`src/rtl/frame_consumer_arbiter_pkg.sv`:
```
// Shared types for the header/body FIFO consumer arbiter.
// States, owner codes and MAC constants.
package frame_consumer_arbiter_pkg;

  localparam int MAC_W = 48;
  localparam logic [MAC_W-1:0] BCAST_MAC = 48'hFFFF_FFFF_FFFF;

  localparam logic [1:0] OWN_NONE  = 2'b00;
  localparam logic [1:0] OWN_SOC   = 2'b01;
  localparam logic [1:0] OWN_SW    = 2'b10;
  localparam logic [1:0] OWN_DRAIN = 2'b11;

  typedef enum logic [2:0] {
    ST_IDLE,
    ST_CLASSIFY,
    ST_OWN_SOC,
    ST_OWN_SW,
    ST_DRAIN
  } state_t;

  function automatic logic [1:0] owner_of(state_t s);
    logic [1:0] o;
    o = OWN_NONE;
    case (s)
      ST_OWN_SOC: o = OWN_SOC;
      ST_OWN_SW:  o = OWN_SW;
      ST_DRAIN:   o = OWN_DRAIN;
      default:    o = OWN_NONE;
    endcase
    return o;
  endfunction

endpackage

```
`src/rtl/fca_classifier.sv`:
```
// Destination MAC extraction and SoC/switch decision.
// Purely combinational; the parent registers the result.
module fca_classifier
  import frame_consumer_arbiter_pkg::*;
#(
  parameter int HEADER_DWIDTH = 128,
  parameter int DMAC_LSB      = 0
) (
  input  logic [HEADER_DWIDTH-1:0] i_hdr,
  input  logic [MAC_W-1:0]         i_own_mac,
  input  logic                     i_bcast_to_soc,
  output logic                     o_to_soc
);

  logic [MAC_W-1:0] w_dmac;
  logic             w_hdr_unused;

  assign w_dmac = i_hdr[DMAC_LSB +: MAC_W];

  assign o_to_soc =
    (w_dmac == i_own_mac) |
    ((w_dmac == BCAST_MAC) & i_bcast_to_soc);

  // Only the DMAC field matters here.
  assign w_hdr_unused = ^i_hdr;

endmodule

```
`src/rtl/frame_consumer_arbiter.sv`:
```
// Grants header/body FIFO ownership to the SoC or the L2 switch.
// Optional stall watchdog with frame drain: FCA_WATCHDOG_EN.
module frame_consumer_arbiter
  import frame_consumer_arbiter_pkg::*;
#(
  parameter int HEADER_DWIDTH = 128,
  parameter int DMAC_LSB      = 0,
  parameter int WDOG_CYCLES   = 4096
) (
  input  logic                     clk,
  input  logic                     arst_n,
  input  logic [47:0]              cfg_own_mac,
  input  logic                     cfg_bcast_to_soc,
  input  logic [HEADER_DWIDTH-1:0] h_fifo_dout,
  input  logic                     h_fifo_empty,
  output logic                     h_fifo_rden,
  input  logic                     b_fifo_empty,
  input  logic                     b_fifo_del,
  output logic                     b_fifo_rden,
  input  logic                     soc_h_rden,
  input  logic                     soc_b_rden,
  output logic                     soc_h_empty,
  output logic                     soc_b_empty,
  input  logic                     sw_h_rden,
  input  logic                     sw_b_rden,
  output logic                     sw_h_empty,
  output logic                     sw_b_empty,
  output logic [1:0]               owner,
  output logic [15:0]              drop_cnt
);

  localparam logic [15:0] LP_WDOG_LAST = 16'(WDOG_CYCLES - 1);

  state_t r_state;
  state_t w_state_nxt;
  logic   r_h_done;
  logic   r_b_done;
  logic   w_h_done_nxt;
  logic   w_b_done_nxt;
  logic   w_to_soc;
  logic   w_own_h;
  logic   w_own_b;
  logic   w_owned;
  logic   w_h_ok;
  logic   w_b_ok;
  logic   w_rel;
  logic   w_stall_hit;

  fca_classifier #(
    .HEADER_DWIDTH (HEADER_DWIDTH),
    .DMAC_LSB      (DMAC_LSB)
  ) u_cls (
    .i_hdr          (h_fifo_dout),
    .i_own_mac      (cfg_own_mac),
    .i_bcast_to_soc (cfg_bcast_to_soc),
    .o_to_soc       (w_to_soc)
  );

  always_ff @(posedge clk or negedge arst_n) begin
    if (!arst_n) begin
      r_state  <= ST_IDLE;
      r_h_done <= 1'b0;
      r_b_done <= 1'b0;
    end else begin
      r_state  <= w_state_nxt;
      r_h_done <= w_h_done_nxt;
      r_b_done <= w_b_done_nxt;
    end
  end

  always_comb begin
    w_state_nxt = r_state;
    w_own_h     = 1'b0;
    w_own_b     = 1'b0;
    w_owned     = 1'b0;
    soc_h_empty = 1'b1;
    soc_b_empty = 1'b1;
    sw_h_empty  = 1'b1;
    sw_b_empty  = 1'b1;
    case (r_state)
      ST_IDLE: begin
        if (!h_fifo_empty) w_state_nxt = ST_CLASSIFY;
      end
      ST_CLASSIFY: begin
        w_state_nxt = w_to_soc ? ST_OWN_SOC : ST_OWN_SW;
      end
      ST_OWN_SOC: begin
        w_owned     = 1'b1;
        soc_h_empty = h_fifo_empty;
        soc_b_empty = b_fifo_empty;
        w_own_h     = soc_h_rden;
        w_own_b     = soc_b_rden;
      end
      ST_OWN_SW: begin
        w_owned    = 1'b1;
        sw_h_empty = h_fifo_empty;
        sw_b_empty = b_fifo_empty;
        w_own_h    = sw_h_rden;
        w_own_b    = sw_b_rden;
      end
`ifdef FCA_WATCHDOG_EN
      ST_DRAIN: begin
        w_owned = 1'b1;
        w_own_h = 1'b1;
        w_own_b = 1'b1;
      end
`endif
      default: w_state_nxt = ST_IDLE;
    endcase

    // Once a frame's last byte is taken, body reads stay masked.
    h_fifo_rden = w_own_h & ~h_fifo_empty & ~r_h_done;
    b_fifo_rden = w_own_b & ~b_fifo_empty & ~r_b_done;

    w_h_ok = r_h_done | h_fifo_rden;
    w_b_ok = r_b_done | (b_fifo_rden & b_fifo_del);
    w_rel  = w_owned & w_h_ok & w_b_ok;

    w_h_done_nxt = w_owned & w_h_ok & ~w_rel;
    w_b_done_nxt = w_owned & w_b_ok & ~w_rel;

    if (w_rel) begin
      w_state_nxt = ST_IDLE;
    end else if (w_stall_hit) begin
      w_state_nxt = ST_DRAIN;
    end
  end

  assign owner = owner_of(r_state);

`ifdef FCA_WATCHDOG_EN
  logic [15:0] r_wdog;
  logic [15:0] r_drop;
  logic        w_live;
  logic        w_any_rd;

  assign w_live   = (r_state == ST_OWN_SOC) |
                    (r_state == ST_OWN_SW);
  assign w_any_rd = h_fifo_rden | b_fifo_rden;
  assign w_stall_hit = w_live & ~w_any_rd &
                       (r_wdog == LP_WDOG_LAST);

  always_ff @(posedge clk or negedge arst_n) begin
    if (!arst_n) begin
      r_wdog <= 16'h0;
      r_drop <= 16'h0;
    end else begin
      if (!w_live || w_any_rd || w_stall_hit) begin
        r_wdog <= 16'h0;
      end else begin
        r_wdog <= r_wdog + 16'h1;
      end
      if ((r_state == ST_DRAIN) && w_rel &&
          (r_drop != 16'hFFFF)) begin
        r_drop <= r_drop + 16'h1;
      end
    end
  end

  assign drop_cnt = r_drop;
`else
  logic [15:0] w_wdog_unused;

  assign w_wdog_unused = LP_WDOG_LAST;
  assign w_stall_hit   = 1'b0;
  assign drop_cnt      = 16'h0;
`endif

endmodule

```
`config.mk`:
```
export PLATFORM = sky130hd
export DESIGN_NAME = frame_consumer_arbiter
export DESIGN_NICKNAME = d
export VERILOG_FILES = /design/src/rtl/frame_consumer_arbiter_pkg.sv /design/src/rtl/fca_classifier.sv /design/src/rtl/frame_consumer_arbiter.sv
export SDC_FILE = /design/constraint.sdc
export NUM_CORES = 1
export LEC_CHECK = 0
export CAP_MARGIN = 20
export CORE_MARGIN = 3
export CORE_UTILIZATION = 17
export CTS_BUF_LIST = sky130_fd_sc_hd__clkbuf_8 sky130_fd_sc_hd__clkbuf_16
export DETAILED_ROUTE_END_ITERATION = 12
export PLACE_DENSITY = 0.76
export SYNTH_ARGS = -nofsm -noshare
export SYNTH_HDL_FRONTEND = slang
export SYNTH_HIERARCHICAL = 1
export SYNTH_SLANG_ARGS = --single-unit
```
`constraint.sdc`:
```
create_clock -name clk -period 1.2 [get_ports clk]
set_input_delay 0.24 -clock clk [delete_from_list [all_inputs] [get_ports clk]]
set_output_delay 0.24 -clock clk [all_outputs]
set_load 0.03 [all_outputs]
```
======== After elaboration in Yosys (flattened, before gate mapping) ========
Cells that the tools add are included.
operators by class
  muxes and demuxes ....................... 12
  eq/ne operators ......................... 8
  bitwise operators ....................... 19
  reduce and logical (&&, ||, !) cells .... 3
operators with widths
  operator                count
  $eq A48 B48 Y1          1
  $eq A48 B48 Y1 const B  1
  $and A1 B1 Y1           11
  $pmux W3 S3             1
  $eq A3 B2 Y1 const B    2
  $mux W1                 6
  $mux W3                 2
  $pmux W2 S3             1
  $not A1 Y1              5
  $pmux W1 S2             2
  $eq A3 B1 Y1 const B    1
  $eq A3 B3 Y1 const B    1
  $logic_not A3 Y1        1
  $ne A3 B3 Y1 const B    1
  $or A1 B1 Y1            3
  $ne A2 B1 Y1 const B    1
  $reduce_and A2 Y1       1
  $reduce_or A2 Y1        1
storage, ports and cells
  output and inout port bits .............. 24
  register bits ........................... 5
  bits of input ports ..................... 186
  word-level logic and storage cells ...... 45

======== Depth between registers and ports, before layout ========
  depth in word-level cells ............... 9
  mapped depth ............................ 7
  mapped depth without buffers ............ 7

======== Modules after synthesis ========
The synthesis kept the hierarchy.
by module, submodules not included
  module                  times used  cells each  area an instance (µm²)  seq. area each (µm²)
  fca_classifier          1           82          626.9                   0.0
  frame_consumer_arbiter  1           50          401.6                   100.1

======== Worst setup path before layout ========
OpenSTA, ideal clock, no wires.
  path type ............................... flip-flop to output port
  from .................................... register r_state[0]
  to ...................................... output port h_fifo_rden
  path buffers ............................ 1
  stages on the path, launching flop included .. 5
  setup slack ............................. -0.431 ns
  data arrival time ....................... 1.391 ns
  cells stage by stage .................... dfrtp_1 -> buf_6 -> mux2_4 -> nand2_1 -> nor3_1
between the ends
  word-level cells in the longest chain between the ends .. 4
  elaborated cells between the ends (all ways) .. 5
  those cells by class .................... 2 x eq/ne; 1 x mux; 2 x bitwise
RTL lines
  what                            RTL line                       RTL
  from (decl)                     frame_consumer_arbiter.sv:34   state_t r_state;
  from (signal assigned)          frame_consumer_arbiter.sv:65   r_state <= w_state_nxt;
  $eq A3 B2 Y1                    frame_consumer_arbiter.sv:80   case (r_state)
  $pmux W1 S2 (*)                 frame_consumer_arbiter.sv:80
  $and A1 B1 Y1 (*) (2 in a row)  frame_consumer_arbiter.sv:112  h_fifo_rden = w_own_h & ~h_fifo_empty & ~r_h_done;
  to (decl)                       frame_consumer_arbiter.sv:16   output logic h_fifo_rden,
Mark *: on every way between the ends. The rest lies on a longest branch, timed or not.

======== Worst setup path in the final report ========
Same ends and word-level chain as after synthesis.

==> metrics <==
status=finished, violations left; failing checks=setup timing; sequence of cells on the critical path=buf_6 > mux2_4 > nand2_4 > nor3_4 > buf_6; Avg WL per Cell=14.62 µm; antenna violations before repair=0; Worst VDD drop=505.6 µV; overall routing resource usage=0.1388; hold crit path type=primary input to async pin; placed cells=342; Clock Latency Late Sink=210 ps; nature of the critical path startpoint=flip-flop; Register Area=100.1 µm²; Num Clock Sinks=4; H-tree Lvls=1; num ports=210; vias in the first global route=1582; Syn-to-layout area delta=137.2%; DIE AREA=0.007019 mm²; CTS tree=yes; Pwr Density=977.1 mW/mm²; Worst Path Required=960 ps; fill cell count=611; IO buf count=113; CP most frequent cell=buf_6; layout cells sized above 1=0.3827; largest net degree at the start of global routing=7; Post-CTS Hold Fix Bufs=0; maxcap violations=0; Synth Register Bits=4; Lkg Pwr=0.001148 µW; Core Area=0.005675 mm²; Crit-path slowest cell=dfrtp_1; Pins Over Slew Limit=0; Post-Synthesis Cells=132; nets@finish=465; Flop pwr share=0.108; vias per cell=4.181; DRC=0; drt pass-1 iters=4; final worst setup slack=-369.2 ps; GP Congestion=0.8593; Seq/Total Area, Yosys=0.09732; Internal=1321 µW; post-synth cell types=26; Initial Util=0.1812; path type of the worst setup path=flip-flop to output pin; row count=27; pre-CTS setup slack=-1159 ps; final antenna-violating net count=0; Worst Path Max Fanout=6; Die Y=83.78 µm; # diodes=0; Layout Skew=0.1893 ps; clk buf depth=2; placed cell area=0.002400 mm²; slowest stage delay, CP=390 ps; synth warn=6; Final min period=1569 ps; hold_ws=241.8 ps; Hold Fails Final Rpt=0; Clock Power Share=0.116; maximum clock rate=637.3 MHz; crit share post-route=1.308; die width=83.78 µm; mean area per synthesized cell=7.792 µm²; RSZ-0062 raised after global routing=yes; critical path capture point type=output pin; area of the multi-input gates=0.001007 mm²; post-route cell area=0.002440 mm²; combinational power share=0.776; Root Buffer=clkbuf_8; DP HPWL=4572 µm; via count=1459; switching share of total power=0.4459; total grt overflow=0; global-route wire length before repair=7859 µm; Psw=1063 µW; initial drt markers=27; crit path DAT=1330 ps; CTS clk-pin slew, worst paths=30 ps; Syn Std Cell Area=0.001028 mm²; # setup viols final=12; clock buffer count from CTS=3; r2r setup slk=-250 ps; post-layout util=0.4299; Routed WL=5101 µm; fin cells=349
## per-stage QoR
step	setup TNS (ps)	total power (µW)
floorplan	-613.6	1116
global placement	-3300	1842
detailed placement	-3377	1867
CTS	-2457	2220
global route	-3016	2524
finish	-2325	2384
## path summary, 6_finish.rpt
kind                                to        from  cells after the start
hold / removal                r_h_done      arst_n                      1
min in group clk            r_state[0]    r_b_done                      1
max in group asynchronous   r_state[0]      arst_n                      1
hold reg to reg             r_state[0]    r_b_done                      1
setup reg to reg            r_state[0]  r_state[0]                      5
setup / recovery           h_fifo_rden  r_state[0]                      5
## critical path: cells and delay by family, from the launching register on
| kind | cells | cell delay (ps) |
|---|---|---|
| flip-flops | 1 | 390 |
| AND/OR/NAND/NOR | 2 | 110 |
| buffers and inverters | 2 | 300 |
| multiplexers | 1 | 320 |
## cells in the final DEF (no fill, tap or decap), drive strengths merged, types with 2 or more instances in the layout
cell type      Yosys  layout
buf               17      73
xor2              48      48
dlygate4sd2        0      35
clkdlybuf4s15      0      28
conb               1      16
nand4             15      15
nor4              14      14
clkdlybuf4s50      0       7
nand2              6       6
dfrtp              4       4
nor2               4       4
nor3               4       4
clkbuf             0       3
inv                3       3
nand2b             2       2
## kinds of logic after synthesis
logic type | after synthesis | synth area share
mux | 2 | 0.02433
simple gates | 49 | 0.2701
flops | 4 | 0.09733
buf+inv | 20 | 0.1387
other cells | 1 | 0.003646
xor+xnor | 48 | 0.4088
compound gates | 8 | 0.05719
## layout make-up
type / count / area share
multi-input cells: 123 / 0.4128
inverters: 3 / 0.005641
repair buffers: 144 / 0.4867
clock buffers: 3 / 0.01692
flip-flops and latches: 4 / 0.04103
well taps: 72 / 0.03692
## synthesized netlist by cell type
| library cell | instances | share of area |
|---|---|---|
| o211ai_1 | 1 | 0.0073 |
| o21bai_1 | 1 | 0.0073 |
| nor3_1 | 4 | 0.019 |
| o311ai_1 | 1 | 0.0085 |
| a21o_1 | 1 | 0.0073 |
| conb_1 | 1 | 0.0036 |
| inv_1 | 3 | 0.011 |
| buf_6 | 1 | 0.011 |
| nand3b_1 | 1 | 0.0073 |
| buf_4 | 16 | 0.12 |
| mux2i_1 | 1 | 0.0097 |
| mux2_4 | 1 | 0.015 |
| a211o_1 | 1 | 0.0085 |
| a31oi_1 | 1 | 0.0061 |
| nand3_1 | 1 | 0.0049 |
| o31ai_1 | 1 | 0.0073 |
| a21oi_1 | 1 | 0.0049 |
| dfrtp_1 | 4 | 0.097 |
| nand4_1 | 15 | 0.091 |
| nor2_1 | 4 | 0.015 |
| xor2_1 | 48 | 0.41 |
| nand2_1 | 6 | 0.022 |
| and3_1 | 1 | 0.0061 |
| nor4_1 | 14 | 0.085 |
| or3_2 | 1 | 0.0073 |
| nand2b_1 | 2 | 0.012 |
## per-layer routing
metal / track usage / vias to the layer above / part of all wire
met1: 0.1675 / 655 / 0.40
met4: 0.02193 / 0 / 0.0067
met2: 0.2567 / 71 / 0.52
met5: 0 / - / 0
met3: 0.02665 / 2 / 0.068
li1: - / 731 / -
## what timing repair did
item | 4_1_cts | 5_1_grt
buffers inserted | 3 | 1
endpoints found under the setup margin | 12 | 12
gates resized for setup | 256 | 13
cloned | 0 | 0
pin swaps | 61 | 2
## flip-flops by register name (all words and copies together) (netlist names)
signal / count
r_state: 2
r_b_done: 1
r_h_done: 1
## power groups by stage
stage	registers (µW)	logic, µW	clock network (µW)
2_1_floorplan	247	869	0
3_3_place_gp	243	1600	0
3_5_place_dp	249	1620	0
4_1_cts	253	1690	279
5_1_grt	263	1970	292
6_report	258	1850	276
(Power assumes the default switching activity.)
